--- src/rtl/mips_hazard_pkg.sv ---
// Shared hazard-unit types and constants for the five-stage MIPS pipeline.
// Also used by the decode-stage control unit for its Tuse/Tnew encodings.
package mips_hazard_pkg;

  localparam int unsigned TUSE_W = 2;
  localparam int unsigned TNEW_W = 2;
  localparam int unsigned REG_W  = 5;

  typedef logic [TUSE_W-1:0] tuse_t;
  typedef logic [TNEW_W-1:0] tnew_t;
  typedef logic [REG_W-1:0]  reg_t;

  localparam tuse_t TUSE_NONE = 2'd3;

  localparam int unsigned MULT_CYCLES_DEF = 5;
  localparam int unsigned DIV_CYCLES_DEF  = 10;
  localparam int unsigned MD_CNT_W        = 4;

  // One source operand against the EX and MEM producers; $0 and unused operands never stall.
  function automatic logic src_hazard(
    input reg_t  d_reg,
    input tuse_t tuse,
    input reg_t  e_wa,
    input tnew_t e_tnew,
    input reg_t  m_wa,
    input tnew_t m_tnew
  );
    logic w_e_hit;
    logic w_m_hit;
    w_e_hit = (e_wa == d_reg) && (tuse < e_tnew);
    w_m_hit = (m_wa == d_reg) && (tuse < m_tnew);
    return (d_reg != '0) && (tuse != TUSE_NONE) && (w_e_hit || w_m_hit);
  endfunction

endpackage

--- src/rtl/md_busy_counter.sv ---
// Multiply/divide unit busy counter: loads on start, counts down to zero.
module md_busy_counter
  import mips_hazard_pkg::*;
#(
  parameter int unsigned MULT_CYCLES = MULT_CYCLES_DEF,
  parameter int unsigned DIV_CYCLES  = DIV_CYCLES_DEF
) (
  input  logic                clk,
  input  logic                rst_n,
  input  logic                i_start,
  input  logic                i_div,
  output logic                o_busy,
  output logic [MD_CNT_W-1:0] o_cnt
);

  localparam logic [MD_CNT_W-1:0] MULT_LOAD = MD_CNT_W'(MULT_CYCLES);
  localparam logic [MD_CNT_W-1:0] DIV_LOAD  = MD_CNT_W'(DIV_CYCLES);

  logic [MD_CNT_W-1:0] r_cnt;

  // A start while busy reloads; load wins over decrement.
  always_ff @(posedge clk or negedge rst_n) begin
    if (!rst_n) begin
      r_cnt <= '0;
    end else if (i_start) begin
      r_cnt <= i_div ? DIV_LOAD : MULT_LOAD;
    end else if (r_cnt != '0) begin
      r_cnt <= r_cnt - 1'b1;
    end
  end

  assign o_cnt  = r_cnt;
  assign o_busy = (r_cnt != '0);

endmodule

--- src/rtl/hazard_stall_gen.sv ---
// Decode-stage stall generator: Tuse/Tnew data hazards, MDU busy hazard,
// and a saturating stall-cycle performance counter.
module hazard_stall_gen
  import mips_hazard_pkg::*;
#(
  parameter int unsigned MULT_CYCLES = MULT_CYCLES_DEF,
  parameter int unsigned DIV_CYCLES  = DIV_CYCLES_DEF,
  parameter int unsigned CNT_W       = 32
) (
  input  logic             clk,
  input  logic             rst_n,
  input  logic [4:0]       D_rs,
  input  logic [4:0]       D_rt,
  input  logic [1:0]       D_tuse_rs,
  input  logic [1:0]       D_tuse_rt,
  input  logic             D_md_use,
  input  logic [4:0]       E_wa,
  input  logic [1:0]       E_tnew,
  input  logic [4:0]       M_wa,
  input  logic [1:0]       M_tnew,
  input  logic             E_md_start,
  input  logic             E_md_div,
  output logic             stall,
  output logic             md_busy,
  output logic [CNT_W-1:0] stall_cnt
);

  logic                w_stall_rs;
  logic                w_stall_rt;
  logic                w_stall_md;
  logic                w_md_busy;
  logic [MD_CNT_W-1:0] w_md_cnt;
  logic [CNT_W-1:0]    r_stall_cnt;

  md_busy_counter #(
    .MULT_CYCLES (MULT_CYCLES),
    .DIV_CYCLES  (DIV_CYCLES)
  ) u_md_busy_counter (
    .clk     (clk),
    .rst_n   (rst_n),
    .i_start (E_md_start),
    .i_div   (E_md_div),
    .o_busy  (w_md_busy),
    .o_cnt   (w_md_cnt)
  );

  always_comb begin
    w_stall_rs = src_hazard(D_rs, tuse_t'(D_tuse_rs), E_wa, tnew_t'(E_tnew),
                            M_wa, tnew_t'(M_tnew));
    w_stall_rt = src_hazard(D_rt, tuse_t'(D_tuse_rt), E_wa, tnew_t'(E_tnew),
                            M_wa, tnew_t'(M_tnew));
    w_stall_md = D_md_use && (w_md_busy || E_md_start);
  end

  // Gated by rst_n so no stall escapes while the pipeline is held in reset.
  assign stall   = rst_n && (w_stall_rs || w_stall_rt || w_stall_md);
  assign md_busy = w_md_busy;

  always_ff @(posedge clk or negedge rst_n) begin
    if (!rst_n) begin
      r_stall_cnt <= '0;
    end else if (stall && (r_stall_cnt != '1)) begin
      r_stall_cnt <= r_stall_cnt + 1'b1;
    end
  end

  assign stall_cnt = r_stall_cnt;

endmodule

--- config.mk ---
export PLATFORM = sky130hd
export DESIGN_NAME = hazard_stall_gen
export DESIGN_NICKNAME = d
export VERILOG_FILES = /design/src/rtl/mips_hazard_pkg.sv /design/src/rtl/md_busy_counter.sv /design/src/rtl/hazard_stall_gen.sv
export SDC_FILE = /design/constraint.sdc
export NUM_CORES = 1
export LEC_CHECK = 0
export BUFFER_PORTS_ARGS = -buffer_cell sky130_fd_sc_hd__buf_2
export CAP_MARGIN = 15
export CORE_ASPECT_RATIO = 0.5
export CORE_MARGIN = 8
export CORE_UTILIZATION = 51
export DETAILED_ROUTE_END_ITERATION = 8
export PLACE_DENSITY = 0.89
export SLEW_MARGIN = 20
export SYNTH_ARGS = -nofsm -noshare
export SYNTH_HDL_FRONTEND = slang
export SYNTH_SLANG_ARGS = --single-unit
export TNS_END_PERCENT = 1
--- constraint.sdc ---
create_clock -name clk -period 2.34 [get_ports clk]
set_input_delay 0.234 -clock clk [delete_from_list [all_inputs] [get_ports clk]]
set_output_delay 0.234 -clock clk [all_outputs]
set_load 0.005 [all_outputs]
==> results of run 1 <==
-- layer usage --
layer | global-route usage | up-vias | routed length, um
met2 | 0.277 | 102 | 2990
met4 | 0.0643 | 0 | 127
li1 | - | 971 | -
met5 | 0 | - | 0
met1 | 0.273 | 1044 | 2990
met3 | 0.0504 | 17 | 561
-- flip-flops by register name (all words and copies together) (netlist names) --
name	cells
stall_cnt	32
u_md_busy_counter.o_cnt	4
-- final cells by class --
| type | count | share of cell area |
|---|---|---|
| Timing Repair Buffer | 83 | 0.167 |
| Inverter | 8 | 0.0106 |
| Tap cell | 57 | 0.0251 |
| Sequential cell | 36 | 0.317 |
| Multi-Input combinational cell | 178 | 0.449 |
| Clock buffer | 8 | 0.0317 |
-- Yosys cell counts (2+ instances only) --
| library cell | n |
|---|---|
| and3_1 | 5 |
| nor4_1 | 7 |
| a211oi_1 | 2 |
| a21oi_1 | 2 |
| or4_1 | 2 |
| nor4_2 | 2 |
| xor2_1 | 39 |
| nor2b_1 | 2 |
| inv_1 | 7 |
| buf_6 | 2 |
| nand3_1 | 11 |
| o21ai_0 | 4 |
| xnor2_1 | 10 |
| ha_1 | 7 |
| nand4_1 | 8 |
| or3_1 | 2 |
| nor2_1 | 14 |
| dfrtp_1 | 36 |
| o31ai_1 | 2 |
| nor3_2 | 2 |
| o211ai_1 | 3 |
| nand2b_1 | 2 |
| mux2_2 | 3 |
| nand2_1 | 25 |
| nor3_1 | 9 |
-- logic make-up (layout without fill, tap and decap cells) --
family	Yosys count	after routing
compound gates	20	20
xor+xnor	49	49
fa+ha+maj	7	7
buf+inv	11	99
flops	36	36
mux	4	4
simple gates	98	98
-- final timing paths --
check / startpoint / to / cells after the start
setup / recovery: u_md_busy_counter.o_cnt[0] / stall / 10
hold / removal: E_md_div / u_md_busy_counter.o_cnt[0] / 2
setup reg to reg: u_md_busy_counter.o_cnt[0] / stall_cnt[27] / 12
hold reg to reg: stall_cnt[5] / stall_cnt[5] / 1
max in group asynchronous: rst_n / stall_cnt[13] / 3
min in group asynchronous: rst_n / u_md_busy_counter.o_cnt[1] / 2
-- metrics by stage --
| stage | TNS (ns) | cells | total power (W) | worst slack [ns] | hold WS [ns] |
|---|---|---|---|---|---|
| floorplan | 0 | 225 | 0.000961 | 0.196 | -0.0616 |
| global placement | 0 | 353 | 0.00112 | 0.118 | 0.140 |
| detailed placement | -0.0242 | 353 | 0.00115 | -0.0242 | 0.148 |
| CTS | 0 | 363 | 0.00162 | 0.0384 | 0.152 |
| global route | -0.0512 | 370 | 0.00174 | -0.0363 | 0.152 |
| finish | 0 | 370 | 0.00166 | 0.0593 | 0.146 |
-- what timing repair did --
action / 4_1_cts / 5_1_grt
setup buffers: 1 / 7
endpoints found under the hold margin: 9 / 0
pin swaps: 1 / 2
hold buffers: 1 / 0
resized for setup: 3 / 6
setup endpoints to repair: 2 / 5
-- power groups by stage --
stage          sequential, W  combinational (W)  clock (W)
6_report            0.000771           0.000413   0.000476
3_5_place_dp        0.000777           0.000370          0
3_3_place_gp        0.000772           0.000349          0
2_1_floorplan       0.000766           0.000195          0
4_1_cts             0.000766           0.000380   0.000473
5_1_grt             0.000778           0.000453   0.000506
==> flow_metrics.py, run 1 <==
metrics = {
    "outcome": {
        "outcome": "finished, final reports clean",
    },
    "synth": {
        "synth_top_family_by_area": "simple AND/OR/NAND/NOR gates",
        "syn_avg_cell_area_sq_um": 9.78,
        "synthAdderAreaFrac": 0.0398,
        "synth.distinct_cells": 42,
        "synth_xor_area_frac": 0.195,
        "synth-main-ff-cell": "dfrtp_1",
        "syn-num-nets": 265,
        "async_flop_share": 1.00,
        "synth_top_cell_area_share": 0.409,
        "yosysSeqAreaShare": 0.409,
        "yosys-top-cells-area": "dfrtp_1 41%, xor2_1 16%, nand2_1 4.3%, ha_1 4.0%, xnor2_1 4.0%",
        "ys_warn_count": 0,
        "syn-cell-area_sq_um": 2200,
        "muxShareOfSynthArea": 0.0199,
        "synthCells": 225,
        "synth-seq-cells": 36,
        "synth_compound_area_frac": 0.0677,
        "synth-simple-area-share": 0.242,
        "synth_area_leader_cell": "dfrtp_1",
        "synth_edf_count": 0,
    },
    "finish": {
        "final_common_cell": "buf_2",
        "final_util": 0.664,
        "regArea_sq_um": 901,
        "layout_common_cells": "66 x buf_2, 39 x xor2_1, 36 x dfrtp_1",
        "layout-drive-gt1-share": 0.345,
        "fin_area_sq_um": 2840,
        "antenna_cells": 0,
        "nFillCells": 318,
        "multi_input_area_sq_um": 1270,
        "area_growth_pct": 29.1,
        "final_nets": 352,
    },
    "clocking": {
        "clkTransAtPathRegs_ns": 0.08,
        "cts_sinks": 36,
        "cts_tree": "done",
        "clock_latency_ns": 0.29,
        "h-tree-depth": 2,
        "cts_buffers": 5,
        "root_buffer": "clkbuf_8",
        "cts.path.max_buffers": 2,
    },
    "global_routing": {
        "antenna_found_initial": 0,
        "track_usage": 0.193,
        "grt_pass1_vias": 2019,
        "grt_max_degree": 28,
        "grt_first_pass_wirelength_mm": 10.4,
        "grt_overflow": 0,
    },
    "critical_path": {
        "cp_cell_sequence": "inv_2, ha_4, nor2b_4, and2b_2, inv_1, o211ai_1, o21ai_2, nor2_2, inv_2, buf_2",
        "critPathMaxFanout": 5,
        "critPathBufInv": 4,
        "crit_type": "flop to primary output",
        "crit_path_frequent_cell": "inv_2",
        "crit_required_ns": 2.11,
        "max_stage_delay_ns": 0.40,
        "path_delay_family": "simple AND/OR/NAND/NOR gates",
        "reg2reg_slack_ns": 0.08,
        "endpoint_kind": "primary output",
        "cp.arrival_ns": 2.05,
        "start_kind": "flop",
        "slowest_stage": "dfrtp_1",
    },
    "floorplan": {
        "fp.dieArea_sq_um": 6800,
        "die_x_um": 109,
        "rows": 17,
        "die_h_um": 62.5,
        "start_util": 0.515,
        "core-area_sq_um": 4280,
        "ios": 67,
    },
    "timing": {
        "fin_crit_sh": 0.975,
        "finalHoldViolCount": 0,
        "setup-violations-final": 0,
        "worst_pin_slew_ns": 0.426,
        "fin_worst_skew_ns": 0.00517,
        "slew_viol_final": 0,
        "max_freq_mhz": 438,
        "finalWorstPathRequiredPeriod_ns": 2.28,
        "max-slew-margin-rel": 0.713,
    },
    "drt": {
        "dr.pass1.iters": 5,
        "ant_nets": 0,
        "viasPerCell": 5.77,
        "routed_wl_mm": 6.67,
        "drtIter0Drc": 184,
        "drc": 0,
        "routedWlPerCell_um": 18.0,
        "vias": 2134,
    },
    "power": {
        "seqPwrFrac": 0.464,
        "switchingPower_w": 0.000529,
        "pwr-share-comb": 0.249,
        "power_leakage_nw": 1.50,
        "internal-power_w": 0.00113,
        "ir_drop_mv": 0.368,
        "swShare": 0.319,
        "p_clk_frac": 0.287,
        "p_per_area_nw_per_um2": 585,
    },
    "min_path": {
        "min_path_type": "input port to flop",
    },
    "job": {
        "maxCapViolCount": 0,
    },
    "placement": {
        "place_hpwl_mm": 5.06,
        "place_congestion": 0.929,
        "placed_area_sq_um": 2650,
        "io_buffers": 66,
    },
}
(Power assumes the default switching activity.)
==> run 2, diff against run 1 <==
Settings changed: CORE_UTILIZATION 51 to 53, CTS_BUF_LIST set to sky130_fd_sc_hd__clkbuf_4, PLACE_DENSITY 0.89 to 0.92.
==> flow_metrics.py, run 2 (same netlist as run 1, synthesis figures left out) <==
metrics = {
    "outcome": {
        "outcome": "finished, final reports clean",
    },
    "finish": {
        "layout-drive-gt1-share": 0.345,
        "final_util": 0.711,
        "area_growth_pct": 27.4,
        "largest_reg_flops": 32,
        "final_nets": 349,
        "final_common_cell": "buf_2",
        "nFillCells": 282,
        "stdcell_count": 364,
        "regArea_sq_um": 901,
        "multi_input_area_sq_um": 1270,
        "layout_common_cells": "66 x buf_2, 39 x xor2_1, 36 x dfrtp_1",
        "antenna_cells": 0,
    },
    "timing": {
        "setup-violations-final": 0,
        "finalHoldViolCount": 0,
        "finalWorstPathRequiredPeriod_ns": 2.27,
        "worst_pin_slew_ns": 0.469,
        "slew_viol_final": 0,
        "max_freq_mhz": 440,
        "timing.final.ws_setup_ns": 0.0687,
        "worst_hold_slack_ns": 0.0898,
        "fin_worst_skew_ns": 0.0143,
        "max-slew-margin-rel": 0.687,
        "fin_crit_sh": 0.971,
    },
    "power": {
        "power_leakage_nw": 1.48,
        "ir_drop_mv": 0.345,
        "finalPower_w": 0.00162,
        "p_per_area_nw_per_um2": 578,
    },
    "critical_path": {
        "crit_type": "flop to flop",
        "rr_worst_depth": 11,
        "cp_cell_sequence": "inv_2, ha_4, nor2b_4, and2b_2, inv_1, o211ai_1, o21ai_2, buf_4, o21ai_4, buf_12, mux2_2",
        "cp.arrival_ns": 2.51,
        "slowest_stage": "dfrtp_1",
        "critPathMaxFanout": 27,
        "critPathBufInv": 4,
        "timing.rr.start": "u_md_busy_counter.o_cnt[0]",
        "start_kind": "flop",
        "crit_required_ns": 2.57,
        "endpoint_kind": "flop",
        "max_stage_delay_ns": 0.41,
        "path_delay_family": "buffers and inverters",
        "reg2reg_slack_ns": 0.07,
        "regToRegEndpoint": "stall_cnt[1]",
    },
    "floorplan": {
        "start_util": 0.558,
        "ios": 67,
        "core-area_sq_um": 3940,
        "die_x_um": 107,
        "fp.dieArea_sq_um": 6600,
        "die_h_um": 61.6,
        "rows": 16,
    },
    "clocking": {
        "h-tree-depth": 2,
        "clkTransAtPathRegs_ns": 0.11,
        "root_buffer": "clkbuf_4",
        "cts.path.max_buffers": 2,
        "cts_tree": "done",
        "clock_latency_ns": 0.35,
        "cts_buffers": 5,
        "cts_sinks": 36,
    },
    "placement": {
        "preCtsSetupSlack_ns": 0.0531,
        "place_hpwl_mm": 4.45,
        "io_buffers": 66,
        "place_congestion": 0.920,
        "dp_cells": 349,
    },
    "job": {
        "maxCapViolCount": 0,
    },
    "global_routing": {
        "grt_first_pass_wirelength_mm": 9.74,
        "grt_pass1_vias": 2187,
        "track_usage": 0.184,
        "antenna_found_initial": 0,
        "grt_max_degree": 37,
        "grt_overflow": 0,
    },
    "drt": {
        "routed_wl_mm": 5.94,
        "viasPerCell": 5.71,
        "dr.pass1.iters": 4,
        "drtIter0Drc": 87,
        "drc": 0,
        "routedWlPerCell_um": 16.3,
        "vias": 2080,
        "ant_nets": 0,
    },
    "min_path": {
        "min_path_type": "input port to flop",
        "whs_endpoint": "u_md_busy_counter.o_cnt[0]",
        "holdPathStages": 2,
        "hold_start": "E_md_div",
    },
}
run 2: cell types whose count changed in the layout (fill, tap and decap cells not counted):
cell and change:
clkbuf_4 +5, clkbuf_1 -2, clkbuf_8 -6, clkinvlp_4 +1
clkinv_2 +1, buf_4 -3, bufinv_16 +1
run 2: through the flow:
step	setup TNS, ns	cell area [sq um]
after global placement	0	2640
after floorplan	0	2200
after detailed placement	0	2640
after global routing	-0.0324	2800
final	0	2800
after CTS	0	2740
run 2: final cells by class:
cell class,instances,area share
timing repair buffer,80,0.161
tap,54,0.0241
multi-input combinational,178,0.455
sequential,36,0.321
clock inverter,3,0.0152
clock buffer,5,0.0134
inverter,8,0.0107
run 2: routing by layer:
layer / vias up / track usage / share of wire
li1: 964 / - / -
met4: 0 / 0.107 / 0.043
met5: - / 0 / 0
met1: 1003 / 0.198 / 0.40
met3: 26 / 0.0480 / 0.052
met2: 87 / 0.334 / 0.50
run 2: repair_timing:
item                       4_1_cts  5_1_grt
setup endpoints to repair        1        2
cloned                           0        0
hold endpoints to repair        17        0
gates resized for setup          3        6
pin swaps                        1        2
hold buffers                     1        0
buffers inserted                 1        5
run 2: power by group:
part           switching [W]  total [W]  internal, W
Clock               0.000226   0.000448     0.000223
Sequential         0.0000855   0.000771     0.000686
Combinational       0.000202   0.000402     0.000200
Total               0.000513    0.00162      0.00111
run 2: worst max-delay path by stage:
stage	from	to	slack, ns	cells past startpoint
6_report	u_md_busy_counter.o_cnt[0]	stall_cnt[1]	0.07	11
4_1_cts	u_md_busy_counter.o_cnt[0]	stall	0.03	10
5_1_grt	u_md_busy_counter.o_cnt[0]	stall	-0.02	10
2_1_floorplan	u_md_busy_counter.o_cnt[0]	stall_cnt[1]	0.20	10
3_5_place_dp	u_md_busy_counter.o_cnt[0]	stall_cnt[1]	0.05	10
3_3_place_gp	u_md_busy_counter.o_cnt[0]	stall_cnt[1]	0.22	10
==> run 3, diff against run 2 <==
Settings changed: CORE_UTILIZATION 53 to 25, PLACE_DENSITY 0.92 to 0.55.
==> flow_metrics.py, run 3 (same netlist as run 1, synthesis figures left out) <==
metrics = {
    "outcome": {
        "outcome": "finished, final reports clean",
    },
    "critical_path": {
        "max_stage_delay_ns": 0.42,
        "critPathMaxFanout": 4,
        "slowest_stage": "dfrtp_1",
        "crit_required_ns": 2.11,
        "crit_path_frequent_cell": "inv_2",
        "crit_type": "flop to primary output",
        "cp.arrival_ns": 1.99,
        "cp_cell_sequence": "inv_2, ha_4, nor2b_4, and2b_2, inv_1, o211ai_1, o21ai_2, nor2_2, inv_2, buf_6",
        "start_kind": "flop",
        "endpoint_kind": "primary output",
    },
    "clocking": {
        "h-tree-depth": 2,
        "root_buffer": "clkbuf_4",
        "cts_tree": "done",
        "clkTransAtPathRegs_ns": 0.12,
        "cts_sinks": 36,
        "cts_buffers": 5,
        "cts.path.max_buffers": 2,
        "clock_latency_ns": 0.34,
    },
    "power": {
        "ir_drop_mv": 0.198,
        "finalPower_w": 0.00181,
        "power_leakage_nw": 1.49,
        "p_per_area_nw_per_um2": 615,
    },
    "drt": {
        "dr.pass1.iters": 4,
        "met2_length_mm": 2.69,
        "routed_wl_mm": 5.74,
        "drc": 0,
        "routedWlPerCell_um": 13.4,
        "vias": 1901,
        "ant_nets": 0,
        "drtIter0Drc": 89,
        "met3_length_um": 260,
        "drt-met1-wl_mm": 2.70,
        "highest_layer": "met4",
        "viasPerCell": 4.44,
    },
    "floorplan": {
        "ios": 67,
        "die_x_um": 149,
        "core-area_sq_um": 8620,
        "start_util": 0.255,
        "fp.dieArea_sq_um": 12200,
        "die_h_um": 82.3,
        "rows": 24,
    },
    "global_routing": {
        "grt_pass1_vias": 1945,
        "track_usage": 0.0923,
        "antenna_found_initial": 0,
        "grt_first_pass_wirelength_mm": 9.16,
        "grt_max_degree": 28,
        "grt_overflow": 0,
    },
    "finish": {
        "largest_reg_flops": 32,
        "layout_common_cells": "65 x buf_2, 39 x xor2_1, 36 x dfrtp_1",
        "layout-drive-gt1-share": 0.347,
        "antenna_cells": 0,
        "area_growth_pct": 33.4,
        "final_common_cell": "buf_2",
        "final_nets": 350,
    },
    "timing": {
        "worst_pin_slew_ns": 0.410,
        "fin_worst_skew_ns": 0.0142,
        "finalWorstPathRequiredPeriod_ns": 2.23,
        "max-slew-margin-rel": 0.727,
        "timing.final.ws_setup_ns": 0.112,
        "max_freq_mhz": 449,
        "fin_crit_sh": 0.952,
        "slew_viol_final": 0,
        "setup-violations-final": 0,
        "finalHoldViolCount": 0,
    },
    "placement": {
        "preCtsSetupSlack_ns": 0.0475,
        "place_hpwl_mm": 4.60,
        "place_congestion": 0.781,
        "io_buffers": 66,
    },
    "job": {
        "maxCapViolCount": 0,
    },
    "min_path": {
        "min_path_type": "input port to flop",
    },
}
==> run 3: layout make-up <==
class                           count  area [sq um]
Clock buffer                        5          37.5
Clock inverter                      3          90.1
Fill cell                         895          5680
Inverter                            8          30.0
Multi-Input combinational cell    178          1270
Sequential cell                    36           901
Tap cell                          117           146
Timing Repair Buffer               81           464
==> run 3: through the flow <==
step	instances	util	instance area (sq um)	TNS, ns	hold WS, ns
finish	428	0.341	2940	0	0.0896
global route	428	0.341	2940	-0.0130	0.0761
CTS	424	0.334	2880	0	0.0774
detailed placement	413	0.316	2720	0	0.273
global placement	413	0.316	2720	0	0.264
floorplan	225	-	2200	0	-0.0616
==> run 3: final timing paths <==
path / from / end / slack, ns / cells after the start
max in group asynchronous: rst_n / stall_cnt[6] / 1.63 / 3
min in group asynchronous: rst_n / stall_cnt[25] / 0.40 / 3
min reg2reg: stall_cnt[26] / stall_cnt[26] / 0.49 / 1
min: E_md_div / u_md_busy_counter.o_cnt[0] / 0.09 / 2
max: u_md_busy_counter.o_cnt[1] / stall / 0.11 / 10
max reg2reg: u_md_busy_counter.o_cnt[1] / stall_cnt[31] / 0.14 / 12
==> run 3: power breakdown <==
part,switching [W],leakage (nW),internal (W)
registers,0.0000756,0.484,0.000686
clock network,0.000222,0.0654,0.000440
logic,0.000185,0.943,0.000197
total,0.000482,1.49,0.00132
==> run 3: repair_timing <==
item                                    4_1_cts  5_1_grt
hold buffers                                  1        0
endpoints found under the setup margin        1        1
gates resized for setup                       2        7
hold endpoints to repair                     36        0
pin swaps                                     1        2
buffers inserted                              2        4
==> run 3: metal layers <==
metal / vias up / GRT usage
met5: - / 0
met3: 11 / 0.0234
li1: 959 / -
met4: 0 / 0.0373
met1: 880 / 0.111
met2: 51 / 0.158
==> run 3: worst max-delay path: cells and delay by family (launching register included) <==
family	cells	cell delay (ns)
flip-flops	1	0.42
adder cells (fa/ha/maj)	1	0.13
AO/OA/AOI/OAI	2	0.32
buffers and inverters	4	0.33
AND/OR/NAND/NOR	3	0.44
